[src/rtl/adc_scan_sequencer.sv]
// Channel-scanning master for the AD79X8 serial engine: power-up dummy conversions,
// per-channel control words, tagged results with a one-cycle valid strobe.
module adc_scan_sequencer #(
    parameter int unsigned GAP_CYCLES = 2
) (
    input  logic        clk_i,
    input  logic        rst_i,
    input  logic        enable_i,
    input  logic        single_i,
    input  logic [7:0]  channel_mask_i,
    input  logic        range_sel_i,
    input  logic        coding_i,
    input  logic        engine_cs_i,
    input  logic [15:0] engine_data_i,
    output logic [15:0] engine_ctrl_o,
    output logic        engine_start_o,
    output logic        result_valid_o,
    output logic [2:0]  result_channel_o,
    output logic [11:0] result_data_o,
    output logic        scan_done_o,
    output logic        busy_o,
    output logic        ready_o,
    output logic        err_o
);

    localparam int unsigned GAP_LAST = (GAP_CYCLES > 0) ? GAP_CYCLES - 1 : 0;
    localparam int unsigned GW       = (GAP_CYCLES > 1) ? $clog2(GAP_CYCLES) : 1;

    typedef enum logic [2:0] {
        S_WAIT_IDLE, S_IDLE, S_START, S_XFER, S_CAPTURE, S_GAP, S_DONE
    } state_t;

    state_t      state_q, state_d;
    logic        dummy_q, dummy_d;
    logic        dummy_cnt_q, dummy_cnt_d;
    logic        first_q, first_d;
    logic        flush_q, flush_d;
    logic [7:0]  mask_q, mask_d;
    logic [2:0]  cur_ch_q, cur_ch_d;
    logic [2:0]  prev_ch_q, prev_ch_d;
    logic        range_q, range_d;
    logic        coding_q, coding_d;
    logic [GW-1:0] gap_cnt_q, gap_cnt_d;
    logic [15:0] ctrl_q, ctrl_d;
    logic        start_q, start_d;
    logic        valid_q, valid_d;
    logic [2:0]  res_ch_q, res_ch_d;
    logic [11:0] res_data_q, res_data_d;
    logic        done_q, done_d;
    logic        busy_q, busy_d;
    logic        ready_q, ready_d;
    logic        err_q, err_d;

    logic        scan_begin;
    logic [7:0]  scan_src;
    logic [2:0]  next_ch;
    logic        rng, cod;
    logic        gap_last;
    logic        unused_msb;

    // A new scan samples mask and config straight from the inputs; mid-scan uses the latched copy.
    assign scan_begin = (state_q == S_IDLE) || (state_q == S_DONE);
    assign scan_src   = scan_begin ? channel_mask_i : mask_q;
    assign rng        = scan_begin ? range_sel_i : range_q;
    assign cod        = scan_begin ? coding_i : coding_q;
    assign gap_last   = (gap_cnt_q == GW'(GAP_LAST));
    assign unused_msb = engine_data_i[15];

    always_comb begin
        next_ch = 3'd0;
        for (int i = 7; i >= 0; i--) begin
            if (scan_src[i]) next_ch = 3'(i);
        end
    end

    always_ff @(posedge clk_i or posedge rst_i) begin
        if (rst_i) begin
            state_q     <= S_WAIT_IDLE;
            dummy_q     <= 1'b0;
            dummy_cnt_q <= 1'b0;
            first_q     <= 1'b0;
            flush_q     <= 1'b0;
            mask_q      <= '0;
            cur_ch_q    <= '0;
            prev_ch_q   <= '0;
            range_q     <= 1'b0;
            coding_q    <= 1'b0;
            gap_cnt_q   <= '0;
            ctrl_q      <= 16'h0000;
            start_q     <= 1'b0;
            valid_q     <= 1'b0;
            res_ch_q    <= '0;
            res_data_q  <= '0;
            done_q      <= 1'b0;
            busy_q      <= 1'b0;
            ready_q     <= 1'b0;
            err_q       <= 1'b0;
        end else begin
            state_q     <= state_d;
            dummy_q     <= dummy_d;
            dummy_cnt_q <= dummy_cnt_d;
            first_q     <= first_d;
            flush_q     <= flush_d;
            mask_q      <= mask_d;
            cur_ch_q    <= cur_ch_d;
            prev_ch_q   <= prev_ch_d;
            range_q     <= range_d;
            coding_q    <= coding_d;
            gap_cnt_q   <= gap_cnt_d;
            ctrl_q      <= ctrl_d;
            start_q     <= start_d;
            valid_q     <= valid_d;
            res_ch_q    <= res_ch_d;
            res_data_q  <= res_data_d;
            done_q      <= done_d;
            busy_q      <= busy_d;
            ready_q     <= ready_d;
            err_q       <= err_d;
        end
    end

    always_comb begin
        state_d = state_q;
        case (state_q)
            S_WAIT_IDLE: if (engine_cs_i) state_d = S_START;
            S_IDLE:      if ((enable_i || single_i) && channel_mask_i != 8'h00) state_d = S_START;
            S_START:     if (!engine_cs_i) state_d = S_XFER;
            S_XFER:      if (engine_cs_i) state_d = S_CAPTURE;
            S_CAPTURE:   state_d = S_GAP;
            S_GAP: begin
                if (gap_last) begin
                    if (dummy_q)      state_d = dummy_cnt_q ? S_IDLE : S_START;
                    else if (flush_q) state_d = S_DONE;
                    else              state_d = S_START;
                end
            end
            S_DONE:      state_d = (enable_i && channel_mask_i != 8'h00) ? S_START : S_IDLE;
            default:     state_d = S_WAIT_IDLE;
        endcase
    end

    always_comb begin
        dummy_d     = dummy_q;
        dummy_cnt_d = dummy_cnt_q;
        first_d     = first_q;
        flush_d     = flush_q;
        mask_d      = mask_q;
        cur_ch_d    = cur_ch_q;
        prev_ch_d   = prev_ch_q;
        range_d     = range_q;
        coding_d    = coding_q;
        gap_cnt_d   = (state_q == S_GAP) ? gap_cnt_q + GW'(1) : '0;
        ctrl_d      = ctrl_q;
        start_d     = start_q;
        valid_d     = 1'b0;
        res_ch_d    = res_ch_q;
        res_data_d  = res_data_q;
        done_d      = 1'b0;
        busy_d      = busy_q;
        ready_d     = ready_q;
        err_d       = err_q;

        if (state_d == S_START && state_q != S_START) begin
            start_d = 1'b1;
            if (state_q == S_WAIT_IDLE) begin
                dummy_d     = 1'b1;
                dummy_cnt_d = 1'b0;
                ctrl_d      = 16'hFFFF;
            end else if (dummy_q) begin
                dummy_cnt_d = 1'b1;
                ctrl_d      = 16'hFFFF;
            end else begin
                if (scan_begin) begin
                    busy_d   = 1'b1;
                    first_d  = 1'b1;
                    range_d  = range_sel_i;
                    coding_d = coding_i;
                end
                prev_ch_d = cur_ch_q;
                if (scan_src != 8'h00) begin
                    ctrl_d   = {1'b1, 2'b00, next_ch, 2'b11, 2'b00, rng, cod, 4'b0000};
                    mask_d   = scan_src & ~(8'd1 << next_ch);
                    cur_ch_d = next_ch;
                    flush_d  = 1'b0;
                end else begin
                    ctrl_d   = 16'h0000;
                    mask_d   = 8'h00;
                    flush_d  = 1'b1;
                end
            end
        end

        if (state_q == S_START && !engine_cs_i) start_d = 1'b0;

        // Each result belongs to the channel addressed one transaction earlier.
        if (state_q == S_XFER && engine_cs_i && !dummy_q) begin
            if (first_q) begin
                first_d = 1'b0;
            end else begin
                valid_d    = 1'b1;
                res_ch_d   = engine_data_i[14:12];
                res_data_d = engine_data_i[11:0];
                if (engine_data_i[14:12] != prev_ch_q) err_d = 1'b1;
            end
        end

        if (state_q == S_GAP && state_d == S_IDLE) begin
            ready_d = 1'b1;
            dummy_d = 1'b0;
        end

        if (state_d == S_DONE) begin
            done_d = 1'b1;
            busy_d = 1'b0;
        end
    end

    assign engine_ctrl_o    = ctrl_q;
    assign engine_start_o   = start_q;
    assign result_valid_o   = valid_q;
    assign result_channel_o = res_ch_q;
    assign result_data_o    = res_data_q;
    assign scan_done_o      = done_q;
    assign busy_o           = busy_q;
    assign ready_o          = ready_q;
    assign err_o            = err_q;

endmodule

[config.mk]
export PLATFORM = sky130hd
export DESIGN_NAME = adc_scan_sequencer
export DESIGN_NICKNAME = d
export VERILOG_FILES = /design/src/rtl/adc_scan_sequencer.sv
export SDC_FILE = /design/constraint.sdc
export NUM_CORES = 1
export LEC_CHECK = 0
export CORE_UTILIZATION = 45
export DETAILED_ROUTE_END_ITERATION = 8
export PLACE_DENSITY = 0.81
export SKIP_CTS_REPAIR_TIMING = 1
export SLEW_MARGIN = 20
export SYNTH_ARGS = -nofsm -noshare
export SYNTH_HDL_FRONTEND = slang
export SYNTH_SLANG_ARGS = --single-unit
export TNS_END_PERCENT = 20
[constraint.sdc]
create_clock -name clk_i -period 2.3 [get_ports clk_i]
set_clock_uncertainty 0.2 [all_clocks]
set_input_delay 0.46 -clock clk_i [delete_from_list [all_inputs] [get_ports clk_i]]
set_output_delay 0.46 -clock clk_i [all_outputs]
set_load 0.1 [all_outputs]
# ---- Word level (Yosys, flattened, before mapping)
# Index checks and enable logic that the tools add are counted.
dict set report word_totals {
  register_bits 61
  latchBits 0
  ram_bits 0
  romBits 0
  output_inout_bits 37
  memories 0
}
dict set report classes {
  addsub 1
  multipliers 0
  div_mod_pow 0
  magnitude_cmp 0
  n_eq_ne 13
  shifts 1
  mux 48
  bitwise_logic 5
  n_reduce_logical 27
}
# cell count
set op_table {}
lappend op_table {{$mux W16} 3}
lappend op_table {{$mux W3} 15}
lappend op_table {{$mux W1} 25}
lappend op_table {{$pmux W3 S7} 1}
lappend op_table {{$mux W8} 2}
lappend op_table {{$reduce_bool A8 Y1} 2}
lappend op_table {{$eq A3 B3 Y1 const B} 4}
lappend op_table {{$reduce_bool A2 Y1} 6}
lappend op_table {{$eq A3 B2 Y1 const B} 3}
lappend op_table {{$and A8 B8 Y8} 1}
lappend op_table {{$not A8 Y8} 1}
lappend op_table {{$reduce_and A4 Y1} 2}
lappend op_table {{$shl A1 B3 Y8 const A} 1}
lappend op_table {{$logic_and A1 B1 Y1} 7}
lappend op_table {{$eq A3 B1 Y1 const B} 2}
lappend op_table {{$reduce_and A2 Y1} 3}
lappend op_table {{$reduce_and A3 Y1} 2}
lappend op_table {{$mux W2} 2}
lappend op_table {{$ne A2 B1 Y1 const B} 2}
lappend op_table {{$logic_not A3 Y1} 1}
lappend op_table {{$ne A3 B2 Y1 const B} 1}
lappend op_table {{$ne A3 B3 Y1} 1}
lappend op_table {{$not A1 Y1} 3}
lappend op_table {{$logic_not A1 Y1} 2}
lappend op_table {{other kinds (2)} 3}

# ---- Logic depth before layout (Yosys ltp)
dict set report logic_depth {
  depth_word 15
  ltp_mapped 10
  mapped_depth_nobuf 7
}

# ---- Least setup slack after synthesis
# OpenSTA, ideal clock, no wires.
dict set report synth_timing {
  kind {register -> register}
  start {register state_q[1]}
  end {register cur_ch_q[1]}
  setup_time_ps 128
  arrival_time_ps 1922
  slack_ps 50
  stages_incl_launch_ff 9
  n_path_buf 1
  synth_period_minus_slack_ps 2250
  cell_sequence {dfrtp_1 > buf_6 > nor3b_2 > o21a_1 > o21ai_2 > a21o_4 > or2_4 > nor2_2 > mux2_1}
}
dict set report synth_between {
  elab_chain_len 11
  elab_cells_between_ends 29
  cone_classes {eq/ne (8); mux (15); bitwise (1); reduce/logical (5)}
}
# element line_no
set synth_rtl {}
lappend synth_rtl {{start, declared} 33} ;# state_t state_q, state_d;
lappend synth_rtl {{start signal, assigned} 99} ;# state_q <= state_d;
lappend synth_rtl {{$eq A3 B1 Y1 or $eq A3 B3 Y1 (tied branches)} {62, 124}}
lappend synth_rtl {{$logic_or A1 B1 Y1} 62} ;# assign scan_begin = (state_q == S_IDLE) || (state_q == S_DONE);
lappend synth_rtl {{$mux W8} 63} ;# assign scan_src = scan_begin ? channel_mask_i : mask_q;
lappend synth_rtl {{$mux W3 (8 in a row)} 72} ;# if (scan_src[i]) next_ch = 3'(i);
lappend synth_rtl {{end signal, assigned} 105} ;# cur_ch_q <= cur_ch_d;
lappend synth_rtl {{end, declared} 39} ;# logic [2:0] cur_ch_q, cur_ch_d;
# Parallel ways exist; a longest one is shown, timed or not.
# A chain may end at the register's enable or synchronous reset.

# ---- Worst setup path after layout
dict set report layout_timing {
  start {register state_q[2]}
  end {register mask_q[5]}
}
dict set report layout_between {
  elab_chain_len 15
  elab_cells_between_ends 33
  cone_classes {eq/ne (8); shift (1); mux (16); bitwise (3); reduce/logical (5)}
}
# element line_no
set layout_rtl {}
lappend layout_rtl {{$eq A3 B1 Y1 or $eq A3 B3 Y1 (tied branches)} {62, 124}}
lappend layout_rtl {{$logic_or A1 B1 Y1} 62}
lappend layout_rtl {{$mux W8} 63}
lappend layout_rtl {{$mux W3 (8 in a row)} 72}
lappend layout_rtl {{$shl A1 B3 Y8} 182} ;# mask_d = scan_src & ~(8'd1 << next_ch);
lappend layout_rtl {{$not A8 Y8} 182}
lappend layout_rtl {{$and A8 B8 Y8} 182}
lappend layout_rtl {{$mux W8} 180} ;# if (scan_src != 8'h00) begin
lappend layout_rtl {{end signal, assigned} 104} ;# mask_q <= mask_d;
lappend layout_rtl {{end, declared} 38} ;# logic [7:0] mask_q, mask_d;
# Parallel ways exist; a longest one is shown, timed or not.

==> results.cfg <==
[routing]
dr.pass1.iters = 4
wl_per_cell_um = 15.9
vias = 2433
dr.first_iter.drc_count = 128
wirelength_mm = 7.12
via_per_inst = 5.43
drc = 0
antenna_left = 0

[grt]
grt_max_degree = 41
grt_usage_pct = 20.7
grt_pass1_wl_mm = 10.5
grt_pass1_vias = 2319
gr-total-overflow = 0
antenna_found_initial = 0

[yosys]
synth_flop_cell = dfrtp_1
syn_avg_cell_area_um2 = 10.8
ys_ff_latch = 52
synth_edf_count = 0
synth_top_area_share_pct = 46.5
ys_warn_count = 0
synth_cells = 259
syn-num-nets = 290
synthTopCellsByArea = dfrtp_1, mux2_2, nor2_1
syn_area_um2 = 2800
yosys.area.top_type = dfrtp_1
async_reset_ff_share_pct = 100
ys_seq_area_share_pct = 46.5
synth.distinct_cells = 61

[worst_setup_path]
worstSetupPathType = reg2reg
crit_family = compound AO/OA/AOI/OAI gates
rrSetupSlack_ns = -0.09
crit_required_ns = 2.30
cp_cell_sequence = buf_12 -> buf_4 -> buf_4 -> o311a_4 -> a21boi_2 -> o32a_1 -> a41o_4 -> o311ai_4 -> nand2_1
start_kind = flip-flop
reg2reg_from = state_q[2]
cpMostUsedCell = buf_4
cp.buffers_inverters = 3
crit_path_max_incr_delay_ns = 0.47
r2r_cells = 9
critPathMaxFanout = 8
critical_path_arrival_ns = 2.39
endpoint_kind = flip-flop
r2r-end = mask_q[5]
crit_slowest_cell = dfrtp_2

[placement]
post_dp_cell_area_um2 = 3860
gp_congestion = 0.956
dp_hpwl_mm = 4.91
io_buffers = 66

[sta]
period_needed_ns = 2.39
post-route-period-util_pct = 104
rsz0062_at_grt = yes
slew_headroom_pct = 59.2
whs_ns = 0.204
finalHoldViolCount = 0
fmax_mhz = 419
setup_ws_ns = -0.0875
slew_violations = 0
tightest_slew_ns = 0.604
finalSetupViolations = 6

[status]
status = finished with violations
violations = negative setup slack

[finish]
antenna_cells = 0
layout_commonest_cell = buf_4
fin_area_um2 = 4210
nets = 403
drive_gt1_share_pct = 43.4
final_cell_mix = buf_4, dfrtp_1, nor2_1, clkdlybuf4s50_1, mux2_2
area_growth_pct = 50.2
nFillCells = 418
post-route-util_pct = 70.6

[floorplan]
core_um2 = 5960
die_area_um2 = 6540
initial_core_util_pct = 47.0
num_rows = 28
chipHeight_um = 80.9
die_w_um = 80.9
ios = 68

[power_and_ir_drop]
swShare_pct = 49.7
leakagePower_nw = 1.98
total_power_mw = 5.39
clock_power_share_pct = 10.1
power-per-cell-area_nw_per_um2 = 1280
internal_power_mw = 2.71
seqPwrFrac_pct = 25.3
ir_drop_v = 0.000899
power_switching_mw = 2.68
power_frac_comb_pct = 64.5

[clocking]
clock-sinks = 52
cts.clk_slew.worst_paths_ns = 0.10
clk_path_buf_depth = 2
htree_levels = 2
cts_tree = done
clk_latency_ns = 0.31
root_buffer = clkbuf_8
cts_made_buffers = 5

[worst_hold_path]
min_path_type = in2async

[run]
cap_viol_max_count = 0
## cell type report
class	count	area (um2)	share of cell area, %
Multi-Input combinational cell	182	1430	34.1
Sequential cell	52	1300	31.0
Timing Repair Buffer	127	1260	30.1
Tap cell	75	93.8	2.23
Clock buffer	5	68.8	1.64
Clock inverter	3	26.3	0.625
Inverter	4	15.0	0.357
## through the flow
step	cells	TNS [ns]	setup slack [ns]
3_3_place_gp	432	-10.64	-0.415
3_5_place_dp	432	-11.23	-0.458
5_1_grt	448	-0.977	-0.209
2_1_floorplan	259	0	0.0499
6_report	448	-0.281	-0.0875
4_1_cts	440	-1.36	-0.137
## flip-flops by register name (all words and copies together), names as in the netlist, 3 cells and up
register and flops:
result_data_o 12, mask_q 8, engine_ctrl_o 7, cur_ch_q 3, prev_ch_q 3, result_channel_o 3, state_q 3
## worst register-to-register path: stages (launching register included)
cell,delay [ns]
dfrtp_2,0.47
buf_12,0.14
buf_4,0.10
buf_4,0.10
o311a_4,0.19
a21boi_2,0.05
o32a_1,0.37
a41o_4,0.30
o311ai_4,0.27
nand2_1,0.09
## cell usage after synthesis (3+ instances only)
master     n
a21boi_1   3
a21o_1     4
a21oi_1   11
buf_4     11
buf_6      7
dfrtp_1   52
inv_1      4
mux2_2    17
mux2i_1    3
nand2_1   14
nand2b_1   7
nand3_1    3
nor2_1    32
nor2b_1    5
nor3_1     7
nor3b_1    4
nor4_1     4
o21a_1     5
o21ai_0    6
o21ai_1    6
o31ai_1    4
xnor2_1    3
## logic make-up (layout without fill, tap and decap cells)
family,Yosys count,after routing,share of synthesized area [%]
simple gates,93,93,18.1
compound gates,65,65,19.3
flops,52,52,46.5
buf+inv,25,139,6.79
mux,21,21,8.31
xor+xnor,3,3,0.939
## worst max path at each step
stage | start | end | slack, ns | depth (start not counted)
4_1_cts | channel_mask_i[3] | cur_ch_q[1] | -0.14 | 9
3_5_place_dp | channel_mask_i[3] | cur_ch_q[1] | -0.46 | 9
2_1_floorplan | state_q[1] | cur_ch_q[1] | 0.05 | 8
3_3_place_gp | channel_mask_i[3] | cur_ch_q[1] | -0.41 | 9
5_1_grt | state_q[1] | mask_q[1] | -0.21 | 8
6_report | state_q[2] | mask_q[5] | -0.09 | 9
## power groups by stage
stage / logic, mW / clock network, mW / registers, mW
2_1_floorplan: 1.34 / 0 / 2.19
3_3_place_gp: 3.12 / 0 / 1.34
3_5_place_dp: 3.15 / 0 / 1.36
4_1_cts: 3.17 / 0.557 / 1.34
5_1_grt: 3.68 / 0.591 / 1.40
6_report: 3.48 / 0.546 / 1.37
## routing by layer
layer	vias up	share of wire [%]	global-route usage [%]
li1	1155	-	-
met1	1181	40	26.3
met2	77	52	34.3
met3	20	4.6	3.48
met4	0	2.4	9.46
met5	-	0	0
Note: power is estimated with default switching activity, not from simulation.
